File: config.mk
export PLATFORM = sky130hd
export DESIGN_NAME = spi_bank_loader
export DESIGN_NICKNAME = d
export VERILOG_FILES = /design/src/rtl/spi_bank_loader_pkg.sv /design/src/rtl/spi_rx_byte.sv /design/src/rtl/spi_bank_loader.sv
export SDC_FILE = /design/constraint.sdc
export NUM_CORES = 1
export LEC_CHECK = 0
export CAP_MARGIN = 20
export CORE_AREA = 3 3 89 91
export DETAILED_ROUTE_END_ITERATION = 8
export DIE_AREA = 0 0 92 94
export MAX_ROUTING_LAYER = met4
export PLACE_DENSITY_LB_ADDON = 0.08
export SYNTH_ARGS = -nofsm -noshare
export SYNTH_HDL_FRONTEND = slang
export SYNTH_HIERARCHICAL = 1
export SYNTH_SLANG_ARGS = --single-unit
File: constraint.sdc
create_clock -name clk -period 3 [get_ports clk]
set_input_delay 0.45 -clock clk [delete_from_list [all_inputs] [get_ports clk]]
set_output_delay 0.45 -clock clk [all_outputs]
set_load 0.005 [all_outputs]
File: src/rtl/spi_bank_loader_pkg.sv
// Shared encodings for the SPI bank loader.
// FSM states and SPI frame header length.
package spi_bank_loader_pkg;

  typedef enum logic [1:0] {
    IDLE    = 2'd0,
    ADDR_HI = 2'd1,
    ADDR_LO = 2'd2,
    DATA    = 2'd3
  } state_e;

  localparam int HDR_BYTES = 2;

endpackage

File: src/rtl/spi_rx_byte.sv
// SPI mode-0 slave receiver: synchronises the pins, detects edges
// and deserialises MSB-first bytes into a one-cycle byte strobe.
module spi_rx_byte
  import spi_bank_loader_pkg::*;
(
  input  logic       clk,
  input  logic       rst,
  input  logic       i_sclk,
  input  logic       i_cs_n,
  input  logic       i_mosi,
  output logic [7:0] o_byte,
  output logic       o_byte_valid,
  output logic       o_cs_fall,
  output logic       o_cs_rise,
  output logic       o_cs_high
);

  logic       r_sclk_s1, r_sclk_s2, r_sclk_prev;
  logic       r_cs_s1, r_cs_s2, r_cs_prev;
  logic       r_mosi_s1, r_mosi_s2;
  logic [2:0] r_bit_cnt;
  logic [7:0] r_shift;
  logic [7:0] r_byte;
  logic       r_byte_valid;
  logic       w_sclk_rise;

  assign w_sclk_rise  = r_sclk_s2 & ~r_sclk_prev;
  assign o_cs_fall    = ~r_cs_s2 & r_cs_prev;
  assign o_cs_rise    = r_cs_s2 & ~r_cs_prev;
  assign o_cs_high    = r_cs_s2 & r_cs_prev;
  assign o_byte       = r_byte;
  assign o_byte_valid = r_byte_valid;

  always_ff @(posedge clk or posedge rst) begin
    if (rst) begin
      r_sclk_s1   <= 1'b0;
      r_sclk_s2   <= 1'b0;
      r_sclk_prev <= 1'b0;
      r_cs_s1     <= 1'b1;
      r_cs_s2     <= 1'b1;
      r_cs_prev   <= 1'b1;
      r_mosi_s1   <= 1'b0;
      r_mosi_s2   <= 1'b0;
    end else begin
      r_sclk_s1   <= i_sclk;
      r_sclk_s2   <= r_sclk_s1;
      r_sclk_prev <= r_sclk_s2;
      r_cs_s1     <= i_cs_n;
      r_cs_s2     <= r_cs_s1;
      r_cs_prev   <= r_cs_s2;
      r_mosi_s1   <= i_mosi;
      r_mosi_s2   <= r_mosi_s1;
    end
  end

  // A deselected link always restarts at bit 0.
  always_ff @(posedge clk or posedge rst) begin
    if (rst) begin
      r_bit_cnt    <= 3'd0;
      r_shift      <= 8'd0;
      r_byte       <= 8'd0;
      r_byte_valid <= 1'b0;
    end else begin
      r_byte_valid <= 1'b0;
      if (r_cs_s2) begin
        r_bit_cnt <= 3'd0;
      end else if (w_sclk_rise) begin
        r_shift   <= {r_shift[6:0], r_mosi_s2};
        r_bit_cnt <= r_bit_cnt + 3'd1;
        if (r_bit_cnt == 3'd7) begin
          r_byte       <= {r_shift[6:0], r_mosi_s2};
          r_byte_valid <= 1'b1;
        end
      end
    end
  end

endmodule

File: src/rtl/spi_bank_loader.sv
// Loads a bank memory from an SPI frame: 2-byte start address then data,
// with busy/done handshake to the accelerator and a sticky overflow flag.
module spi_bank_loader
  import spi_bank_loader_pkg::*;
#(
  parameter int ADDR_WIDTH = 13,
  parameter int DATA_WIDTH = 8,
  parameter int DATA_DEPTH = 1024
) (
  input  logic                  clk,
  input  logic                  rst,
  input  logic                  spi_sclk,
  input  logic                  spi_cs_n,
  input  logic                  spi_mosi,
  output logic [ADDR_WIDTH-1:0] addr_b,
  output logic [DATA_WIDTH-1:0] data_b,
  output logic                  wrenb,
  output logic                  csen,
  output logic                  load_busy,
  output logic                  load_done,
  output logic [ADDR_WIDTH:0]   byte_cnt,
  output logic                  ovf_err,
  input  logic                  err_clr
);

  localparam logic [ADDR_WIDTH:0] LP_DEPTH = (ADDR_WIDTH+1)'(DATA_DEPTH);

  logic [7:0] w_byte;
  logic       w_byte_valid;
  logic       w_cs_fall;
  logic       w_cs_rise;
  logic       w_cs_high;
  logic       w_in_range;
  logic       w_wr_now;

  state_e                r_state;
  logic [ADDR_WIDTH-1:0] r_addr;
  logic [ADDR_WIDTH-1:0] r_addr_b;
  logic [DATA_WIDTH-1:0] r_data_b;
  logic                  r_wrenb;
  logic                  r_busy;
  logic                  r_done;
  logic                  r_done_pend;
  logic [ADDR_WIDTH:0]   r_byte_cnt;
  logic                  r_ovf;
  logic                  r_armed;
  logic [1:0]            r_settle;

  spi_rx_byte u_rx (
    .clk          (clk),
    .rst          (rst),
    .i_sclk       (spi_sclk),
    .i_cs_n       (spi_cs_n),
    .i_mosi       (spi_mosi),
    .o_byte       (w_byte),
    .o_byte_valid (w_byte_valid),
    .o_cs_fall    (w_cs_fall),
    .o_cs_rise    (w_cs_rise),
    .o_cs_high    (w_cs_high)
  );

  assign w_in_range = ({1'b0, r_addr} < LP_DEPTH);
  assign w_wr_now   = (r_state == DATA) && w_byte_valid && w_in_range;

  assign addr_b    = r_addr_b;
  assign data_b    = r_data_b;
  assign wrenb     = r_wrenb;
  assign csen      = r_busy;
  assign load_busy = r_busy;
  assign load_done = r_done;
  assign byte_cnt  = r_byte_cnt;
  assign ovf_err   = r_ovf;

  // r_armed blocks a frame already running when reset released;
  // r_settle lets the cs_n synchroniser flush its reset value first.
  always_ff @(posedge clk or posedge rst) begin
    if (rst) begin
      r_state     <= IDLE;
      r_addr      <= '0;
      r_addr_b    <= '0;
      r_data_b    <= '0;
      r_wrenb     <= 1'b0;
      r_busy      <= 1'b0;
      r_done      <= 1'b0;
      r_done_pend <= 1'b0;
      r_byte_cnt  <= '0;
      r_ovf       <= 1'b0;
      r_armed     <= 1'b0;
      r_settle    <= 2'd0;
    end else begin
      r_wrenb     <= 1'b0;
      r_done      <= r_done_pend;
      r_done_pend <= 1'b0;
      if (r_settle != 2'd3) r_settle <= r_settle + 2'd1;
      if (w_cs_high && r_settle == 2'd3) r_armed <= 1'b1;
      if (err_clr) r_ovf <= 1'b0;

      unique case (r_state)
        IDLE: begin
          if (w_cs_fall && r_armed) begin
            r_state    <= ADDR_HI;
            r_busy     <= 1'b1;
            r_byte_cnt <= '0;
          end
        end
        ADDR_HI: begin
          if (w_byte_valid) begin
            r_addr[ADDR_WIDTH-1:8] <= w_byte[ADDR_WIDTH-9:0];
            r_state                <= ADDR_LO;
          end
        end
        ADDR_LO: begin
          if (w_byte_valid) begin
            r_addr[7:0] <= w_byte;
            r_state     <= DATA;
          end
        end
        DATA: begin
          if (w_byte_valid) begin
            if (w_in_range) begin
              r_wrenb    <= 1'b1;
              r_addr_b   <= r_addr;
              r_data_b   <= w_byte;
              r_byte_cnt <= r_byte_cnt + (ADDR_WIDTH+1)'(1);
            end else begin
              r_ovf <= 1'b1;
            end
            if (r_addr != '1) r_addr <= r_addr + ADDR_WIDTH'(1);
          end
        end
        default: r_state <= IDLE;
      endcase

      // A byte landing with cs_n rise still writes; done then waits a cycle.
      if (w_cs_rise && r_state != IDLE) begin
        r_state <= IDLE;
        r_busy  <= 1'b0;
        if (w_wr_now)
          r_done_pend <= 1'b1;
        else if (r_byte_cnt != '0)
          r_done <= 1'b1;
      end
    end
  end

endmodule

==> results.json, run 1 <==
{
  "min_period_over_period_pct": 79.53,
  "ys_seq_area_share_pct": 53.39,
  "ys.warnings.count": 6,
  "synth_area_leaders": "dfrtp_1 (51%), mux2_2 (9.6%), ha_1 (3.1%)",
  "die_w_um": 92,
  "clk_pin_slew_ns": 0.08,
  "drive_gt1_share_pct": 15.84,
  "syn_to_final_growth_pct": 18.93,
  "cts_made_buffers": 9,
  "coreArea_sq_um": 7214,
  "tritoncts_num_sinks": 85,
  "die_y_um": 94,
  "rows": 31,
  "min_path_cells": 0,
  "synth_enable_flop_cells": 0,
  "max-cap-violations": 0,
  "arrival_ns": 2.63,
  "cp.required_ns": 3.25,
  "synth_async_sr_flop_share_pct": 100.0,
  "end_kind": "flop",
  "hold_class": "reg -> reg",
  "clockBufferDepth": 2,
  "combPwrFrac_pct": 17.0,
  "clock_power_share_pct": 35.9,
  "holdBufCountCts": 0,
  "max_freq_ghz": 0.4192,
  "reg2reg_depth": 5,
  "drt_iter0_markers": 216,
  "fin_nets": 415,
  "antennaDiodeCount": 0,
  "hpwl_um": 5584,
  "power_density_nw_per_um2": 564.5,
  "drc": 0,
  "ys_seq_elements": 85,
  "synth_area_sq_um": 3991,
  "crit_type": "reg -> reg",
  "start_kind": "flop",
  "grt_pass1_wl_um": 13640,
  "seq_area_sq_um": 2131,
  "avgSynthCellArea_sq_um": 11.18,
  "peakVddDrop_mv": 0.4119,
  "fin_hold_ws_ns": 0.3546,
  "ys.flop_type": "dfrtp_1",
  "fill_cells": 601,
  "htreeDepth": 3,
  "io_pins": 46,
  "fin_tns_setup_ns": 0,
  "r2r_end": "byte_cnt[13]$_DFFE_PP0P_",
  "path_max_fanout": 20,
  "instances_no_fill": 503,
  "cts_resized": 0,
  "synth_top_area_share_pct": 51.41,
  "tightest_slew_ns": 0.9703,
  "min_from": "u_rx/r_sclk_s1$_DFF_PP0_",
  "drv_slew": 0,
  "gp_congestion": 0.9097,
  "cts_tree": "built",
  "synth.distinct_cells": 52,
  "rsz0062_at_grt": "no",
  "wl_per_cell_um": 16.04,
  "first_global_vias": 2768,
  "p_sw_mw": 0.7324,
  "dpl_cell_area_sq_um": 4507,
  "synth.net_count": 373,
  "switching_share_pct": 27.33,
  "rr_startpoint": "r_state[1]$_DFFE_PP0P_",
  "internal_power_mw": 1.947,
  "die-area_sq_um": 8648,
  "finalHoldViolations": 0,
  "hold_end": "u_rx/r_sclk_s2$_DFF_PP0_",
  "grt_usage_pct": 20.62,
  "antenna_found_initial": 0,
  "numPortBuffers": 45,
  "slew_headroom_pct": 35.24,
  "rrSetupSlack_ns": 0.61,
  "seqPwrFrac_pct": 47.1,
  "finalPower_mw": 2.680,
  "dr.pass1.iters": 5,
  "synth_cells": 357,
  "finClkSkew_ns": 0.01010,
  "multi_input_area_sq_um": 1688,
  "wl_um": 8066,
  "vias": 2945,
  "ant_nets": 0,
  "finalCriticalPeriod_ns": 2.386,
  "vias_per_cell": 5.855,
  "grt_max_degree": 33,
  "start_util_pct": 55.32,
  "dp.cells": 487,
  "leakage_nw": 2.103,
  "clockRootBuffer": "clkbuf_8",
  "finalInstanceArea_sq_um": 4747,
  "insertion_delay_ns": 0.36,
  "postCtsSetupBuffers": 0,
  "overflow": 0,
  "yosysTopAreaCell": "dfrtp_1",
  "outcome": "complete, no violations",
  "setup_viol": 0
}
-- through the flow --
stage | util, % | worst slack [ns]
2_1_floorplan | - | 0.9238
3_3_place_gp | 62.47 | 0.7530
3_5_place_dp | 62.47 | 0.6342
4_1_cts | 65.80 | 0.6342
5_1_grt | 65.80 | 0.4749
6_report | 65.80 | 0.6142
-- sequential cells by signal, indices dropped and copies added, names as in the netlist, 2 cells and up --
signal / flops
r_settle: 2
u_rx/r_shift: 7
u_rx/r_bit_cnt: 3
r_state: 2
addr_b: 13
r_addr: 13
u_rx/o_byte: 8
data_b: 8
byte_cnt: 14
-- logic make-up after synthesis --
logic type	after synthesis	share of synthesized area, %
multiplexers	40	11.10
adder cells (fa/ha/maj)	10	3.135
AO/OA/AOI/OAI	72	12.01
flip-flops	85	53.39
AND/OR/NAND/NOR	112	15.61
buffers and inverters	36	4.326
XOR/XNOR	2	0.4390
-- worst max-delay path by stage --
stage	start	end	slack, ns	cells past startpoint
4_1_cts	r_state[1]$_DFFE_PP0P_	byte_cnt[13]$_DFFE_PP0P_	0.63	5
3_5_place_dp	r_state[1]$_DFFE_PP0P_	byte_cnt[13]$_DFFE_PP0P_	0.63	5
6_report	r_state[1]$_DFFE_PP0P_	byte_cnt[13]$_DFFE_PP0P_	0.61	5
2_1_floorplan	r_state[1]$_DFFE_PP0P_	addr_b[0]$_DFFE_PP0P_	0.92	6
5_1_grt	r_state[0]$_DFFE_PP0P_	byte_cnt[13]$_DFFE_PP0P_	0.47	5
3_3_place_gp	r_state[0]$_DFFE_PP0P_	byte_cnt[13]$_DFFE_PP0P_	0.75	5
-- power groups by stage --
stage               Clock (mW)  Combinational, mW  Sequential, mW
global placement             0              0.439            1.28
finish                   0.962              0.455            1.26
global route              1.03              0.516            1.27
CTS                      0.983              0.459            1.26
detailed placement           0              0.454            1.29
floorplan                    0              0.357            1.27
-- layout by cell type, fill, tap and decap left out, types with 3 or more instances in the layout --
cell / netlist / routed
dfrtp_1: 82 / 82
clkdlybuf4s50_1: 0 / 45
mux2_2: 34 / 34
nand2_1: 23 / 23
a21oi_1: 18 / 18
inv_1: 17 / 16
nor2_1: 16 / 16
nand3_1: 14 / 14
o21ai_0: 13 / 13
ha_1: 10 / 10
nand4_1: 9 / 9
clkbuf_8: 0 / 9
nor3_1: 6 / 6
nor2b_1: 6 / 6
or4_1: 6 / 6
a31oi_1: 6 / 6
mux2i_1: 6 / 6
and3_1: 5 / 5
o31ai_1: 5 / 5
or3_1: 5 / 5
and4_1: 4 / 4
a311oi_1: 4 / 4
a21o_1: 4 / 4
nand2b_1: 4 / 4
buf_4: 1 / 4
a211oi_1: 3 / 3
o22ai_1: 3 / 3
and2_1: 3 / 3
a32o_1: 3 / 3
nor3b_1: 3 / 3
bufinv_16: 0 / 3
dfstp_2: 3 / 3
-- cell type report --
cell class	count	share of cell area, %
multi-input cells	236	35.56
flip-flops and latches	85	44.89
clock buffers	10	2.688
clock inverters	6	2.372
well taps	99	2.609
inverters	17	1.344
repair buffers	50	10.54
-- per-layer routing --
metal	up-vias	part of all wire [%]	GRT usage (%)
li1	1394	-	-
met1	1453	46	28.21
met2	89	47	31.02
met3	9	5.3	4.247
met4	0	1.1	6.931
met5	-	0	-
-- worst max-delay path: stages (launching register included) --
cell and delay (ns):
dfrtp_1 0.42, ha_1 0.49, nand2b_1 0.18, a22o_1 0.45, or4_1 0.60, mux2i_1 0.14
-- synthesized netlist by cell type, types with 2 or more instances --
| cell type | count |
|---|---|
| a32o_1 | 3 |
| nand3_1 | 14 |
| a211oi_1 | 3 |
| nand2b_1 | 4 |
| nor2b_1 | 6 |
| dfrtp_1 | 82 |
| buf_1 | 2 |
| a21oi_1 | 18 |
| ha_1 | 10 |
| nor3_1 | 6 |
| a221o_1 | 2 |
| mux2i_1 | 6 |
| buf_2 | 3 |
| and2_1 | 3 |
| o21ai_0 | 13 |
| inv_1 | 17 |
| buf_6 | 4 |
| clkbuf_1 | 9 |
| and3_1 | 5 |
| and4_1 | 4 |
| o21a_1 | 2 |
| o22a_1 | 2 |
| nor4_1 | 2 |
| or4_1 | 6 |
| a31oi_1 | 6 |
| nor2_1 | 16 |
| a21o_1 | 4 |
| o31ai_1 | 5 |
| or3_1 | 5 |
| o22ai_1 | 3 |
| nand2_1 | 23 |
| mux2_2 | 34 |
| a311oi_1 | 4 |
| dfstp_2 | 3 |
| nor3b_1 | 3 |
| nand4_1 | 9 |
Note: power is estimated with default switching activity, not from simulation.
==> run 2, diff against run 1 <==
- clock period: 3 -> 2.3 ns (I/O delays scaled with it)
==> results.json, run 2 (same netlist as run 1, synthesis figures left out) <==
{
  "clockRootBuffer": "clkbuf_8",
  "first_global_vias": 2784,
  "start_util_pct": 55.32,
  "finalInstanceArea_sq_um": 4800,
  "dpl_cell_area_sq_um": 4597,
  "slew_headroom_pct": 64.29,
  "setup_viol": 0,
  "power_density_nw_per_um2": 694.9,
  "cts_tree": "built",
  "hold_class": "reg -> reg",
  "vias": 2948,
  "tightest_slew_ns": 0.5348,
  "tritoncts_num_sinks": 85,
  "die_y_um": 94,
  "internal_power_mw": 2.358,
  "path_max_fanout": 18,
  "syn_to_final_growth_pct": 20.25,
  "drt_iter0_markers": 285,
  "max-cap-violations": 0,
  "rows": 31,
  "rsz0062_at_grt": "no",
  "wl_per_cell_um": 15.59,
  "htreeDepth": 3,
  "crit_path_cell_trace": "inv_1 > ha_1 > nand2b_1 > a22o_2 > or4_1 > mux2i_1",
  "insertion_delay_ns": 0.35,
  "crit_type": "reg -> reg",
  "ant_nets": 0,
  "finClkSkew_ns": 0.01402,
  "seqPwrFrac_pct": 49.3,
  "finalCriticalPeriod_ns": 2.143,
  "fill_cells": 574,
  "start_kind": "flop",
  "antenna_found_initial": 0,
  "clock_power_share_pct": 32.1,
  "overflow": 0,
  "fin_tns_setup_ns": 0,
  "min_period_over_period_pct": 93.18,
  "cpPeakStageDelay_ns": 0.57,
  "final_cell_mix": "dfrtp_1 (82), clkdlybuf4s50_1 (45), mux2_2 (34), nand2_1 (23), a21oi_1 (18)",
  "leakage_nw": 2.147,
  "crit_buf_inv": 1,
  "peakVddDrop_mv": 0.4834,
  "die_w_um": 92,
  "finalHoldViolations": 0,
  "fin_hold_ws_ns": 0.3560,
  "io_pins": 46,
  "combPwrFrac_pct": 18.6,
  "numPortBuffers": 45,
  "clockBufferDepth": 2,
  "arrival_ns": 2.39,
  "grt_pass1_wl_um": 13820,
  "clk_pin_slew_ns": 0.09,
  "p_sw_mw": 0.9777,
  "drv_slew": 0,
  "end_kind": "flop",
  "antennaDiodeCount": 0,
  "vias_per_cell": 5.724,
  "postCtsSetupBuffers": 0,
  "switching_share_pct": 29.31,
  "coreArea_sq_um": 7214,
  "drive_gt1_share_pct": 18.75,
  "slowest_stage": "or4_1",
  "max_freq_ghz": 0.4666,
  "cp_top_family": "simple AND/OR/NAND/NOR gates",
  "layout_commonest_cell": "dfrtp_1",
  "cp.required_ns": 2.54,
  "grt_usage_pct": 20.65,
  "gp_congestion": 0.9003,
  "wl_um": 8030,
  "drc": 0,
  "outcome": "complete, no violations",
  "grt_max_degree": 28,
  "dr.pass1.iters": 5,
  "cts_made_buffers": 9,
  "hpwl_um": 5740,
  "fin_nets": 427,
  "die-area_sq_um": 8648,
  "largest_register_ffs": 14
}
==> run 2: cell types whose count changed in the layout (fill, tap and decap cells not counted), sizes merged <==
cell      delta
bufinv       -2
buf         +12
inv          +4
clkinv       -2
clkinvlp     +1
clkbuf       -1
==> run 2: layout make-up <==
cell class / instances / area (sq um) / share of cell area [%]
Sequential cell: 85 / 2131 / 44.40
Multi-Input combinational cell: 236 / 1689 / 35.19
Timing Repair Buffer: 62 / 590.6 / 12.30
Clock buffer: 9 / 123.9 / 2.581
Tap cell: 99 / 123.9 / 2.581
Clock inverter: 7 / 77.57 / 1.616
Inverter: 17 / 63.81 / 1.330
==> run 2: metal layers <==
layer	share of wire, %	routed length, um	GRT usage (%)	vias up
li1	-	-	-	1414
met1	47	3745	29.14	1429
met2	47	3764	30.54	96
met3	5.5	443	3.606	9
met4	0.96	77	6.931	0
met5	0	0	-	-
==> run 2: metrics by stage <==
step	power (mW)	cells	util (%)	setup WS (ns)
floorplan	2.120	357	-	0.2238
global placement	2.274	499	63.72	0.1774
detailed placement	2.291	499	63.72	0.1054
CTS	3.361	515	66.51	0.1044
global route	3.532	515	66.53	0.002847
finish	3.335	515	66.53	0.1569
==> run 2: power by group through the flow <==
stage | clock network [mW] | logic (mW) | registers [mW]
final | 1.07 | 0.620 | 1.64
after global routing | 1.17 | 0.702 | 1.66
after CTS | 1.10 | 0.621 | 1.64
after detailed placement | 0 | 0.618 | 1.67
after global placement | 0 | 0.605 | 1.67
after floorplan | 0 | 0.466 | 1.65
==> run 2: what timing repair did <==
item	in CTS	in global routing
endpoints found under the hold margin	0	0
endpoints found under the setup margin	0	4
hold buffers	0	0
gates resized for setup	0	1
==> run 2: path summary, 6_finish.rpt <==
kind	from	endpoint	slack (ns)	depth (start not counted)
max	r_state[0]$_DFFE_PP0P_	byte_cnt[13]$_DFFE_PP0P_	0.16	6
min	u_rx/r_mosi_s1$_DFF_PP0_	u_rx/r_mosi_s2$_DFF_PP0_	0.36	0
max reg2reg	r_state[0]$_DFFE_PP0P_	byte_cnt[13]$_DFFE_PP0P_	0.16	6
min reg2reg	u_rx/r_mosi_s1$_DFF_PP0_	u_rx/r_mosi_s2$_DFF_PP0_	0.36	0
max in group asynchronous	rst	byte_cnt[3]$_DFFE_PP0P_	1.32	3
min in group asynchronous	rst	r_addr[2]$_DFFE_PP0P_	0.39	2
==> run 3, diff against run 2 <==
- CORE_AREA: 3 3 89 91 -> 3 3 87 89
- CTS_BUF_LIST: default -> sky130_fd_sc_hd__clkbuf_2 sky130_fd_sc_hd__clkbuf_4 sky130_fd_sc_hd__clkbuf_8
- DIE_AREA: 0 0 92 94 -> 0 0 90 92
==> results.json, run 3 (same netlist as run 1, synthesis figures left out) <==
{
  "holdBufCountCts": 0,
  "slew_headroom_pct": 59.70,
  "power_density_nw_per_um2": 717.9,
  "gp_congestion": 0.9299,
  "min_path_cells": 0,
  "rrSetupSlack_ns": 0.15,
  "hold_class": "reg -> reg",
  "die-area_sq_um": 8280,
  "peakVddDrop_mv": 0.6439,
  "ant_nets": 0,
  "vias_per_cell": 5.866,
  "reg2reg_depth": 6,
  "finClkSkew_ns": 0.01062,
  "start_kind": "flop",
  "end_kind": "flop",
  "drv_slew": 0,
  "max_freq_ghz": 0.4643,
  "final_cell_mix": "dfrtp_1 (82), clkdlybuf4s50_1 (45), mux2_2 (34), nand2_1 (23), a21oi_1 (18)",
  "layout_commonest_cell": "dfrtp_1",
  "hpwl_um": 5869,
  "tritoncts_num_sinks": 85,
  "crit_type": "reg -> reg",
  "fin_tns_setup_ns": 0,
  "fin_nets": 423,
  "setup_viol": 0,
  "drive_gt1_share_pct": 17.96,
  "min_period_over_period_pct": 93.64,
  "grt_usage_pct": 22.04,
  "clockBufferDepth": 2,
  "coreArea_sq_um": 6832,
  "grt_max_degree": 32,
  "largest_register_ffs": 14,
  "fill_cells": 542,
  "cp.required_ns": 2.54,
  "cts_made_buffers": 9,
  "die_w_um": 90,
  "crit_path_cell_trace": "inv_1 > ha_1 > nand2b_1 > a22o_1 > or4_1 > mux2i_1",
  "cpPeakStageDelay_ns": 0.58,
  "outcome": "complete, no violations",
  "first_global_vias": 2944,
  "drt_iter0_markers": 242,
  "finalPower_mw": 3.428,
  "start_util_pct": 58.42,
  "vias": 2980,
  "cp_top_family": "simple AND/OR/NAND/NOR gates",
  "wl_um": 8234,
  "antennaDiodeCount": 0,
  "syn_to_final_growth_pct": 19.62,
  "wl_per_cell_um": 16.21,
  "rows": 30,
  "leakage_nw": 2.136,
  "clockRootBuffer": "clkbuf_8",
  "io_pins": 46,
  "dr.pass1.iters": 5,
  "tightest_slew_ns": 0.6045,
  "cts_resized": 0,
  "path_max_fanout": 11,
  "finalCriticalPeriod_ns": 2.154,
  "crit_buf_inv": 1,
  "arrival_ns": 2.39,
  "finalHoldViolations": 0,
  "grt_pass1_wl_um": 14270,
  "antenna_found_initial": 0,
  "postCtsSetupBuffers": 0,
  "overflow": 0,
  "clk_pin_slew_ns": 0.08,
  "slowest_stage": "or4_1",
  "max-cap-violations": 0,
  "htreeDepth": 3,
  "cts_tree": "built",
  "die_y_um": 92,
  "rsz0062_at_grt": "no",
  "drc": 0,
  "crit_cells": 6,
  "insertion_delay_ns": 0.36,
  "numPortBuffers": 45
}
run 3: where the power goes:
group | internal, mW | switching, mW
logic | 0.249 | 0.364
registers | 1.58 | 0.0663
clock network | 0.618 | 0.553
run 3: final timing paths:
| check | from | end |
|---|---|---|
| max in group asynchronous | rst | addr_b[9]$_DFFE_PP0P_ |
| min | u_rx/r_mosi_s1$_DFF_PP0_ | u_rx/r_mosi_s2$_DFF_PP0_ |
| min in group asynchronous | rst | u_rx/o_byte[7]$_DFFE_PP0P_ |
| min reg2reg | u_rx/r_mosi_s1$_DFF_PP0_ | u_rx/r_mosi_s2$_DFF_PP0_ |
| max reg2reg | r_state[0]$_DFFE_PP0P_ | byte_cnt[13]$_DFFE_PP0P_ |
| max | r_state[0]$_DFFE_PP0P_ | byte_cnt[13]$_DFFE_PP0P_ |
run 3: through the flow:
step | instances | util, % | hold slack, ns | setup WS, ns | cell area (sq um)
floorplan | 357 | - | 0.3312 | 0.2238 | 3991
global placement | 492 | 66.61 | 0.3343 | 0.2517 | 4551
detailed placement | 492 | 66.61 | 0.3378 | 0.1555 | 4551
CTS | 508 | 69.84 | 0.3590 | 0.1405 | 4771
global route | 508 | 69.89 | 0.3651 | 0.001344 | 4775
finish | 508 | 69.89 | 0.3544 | 0.1464 | 4775
run 3: area by class of cell:
cell class	count	area [sq um]	share of cell area [%]
repair buffers	58	548.0	11.48
well taps	96	120.1	2.516
clock buffers	9	123.9	2.594
flip-flops and latches	85	2131	44.63
clock inverters	7	96.34	2.018
inverters	17	63.81	1.336
multi-input cells	236	1692	35.43
run 3: per-layer routing:
metal / up-vias / global-route usage, % / part of all wire, %
met5: - / - / 0
met4: 0 / 9.694 / 2.1
li1: 1407 / - / -
met2: 100 / 34.04 / 47
met3: 15 / 3.363 / 4.6
met1: 1458 / 29.17 / 47
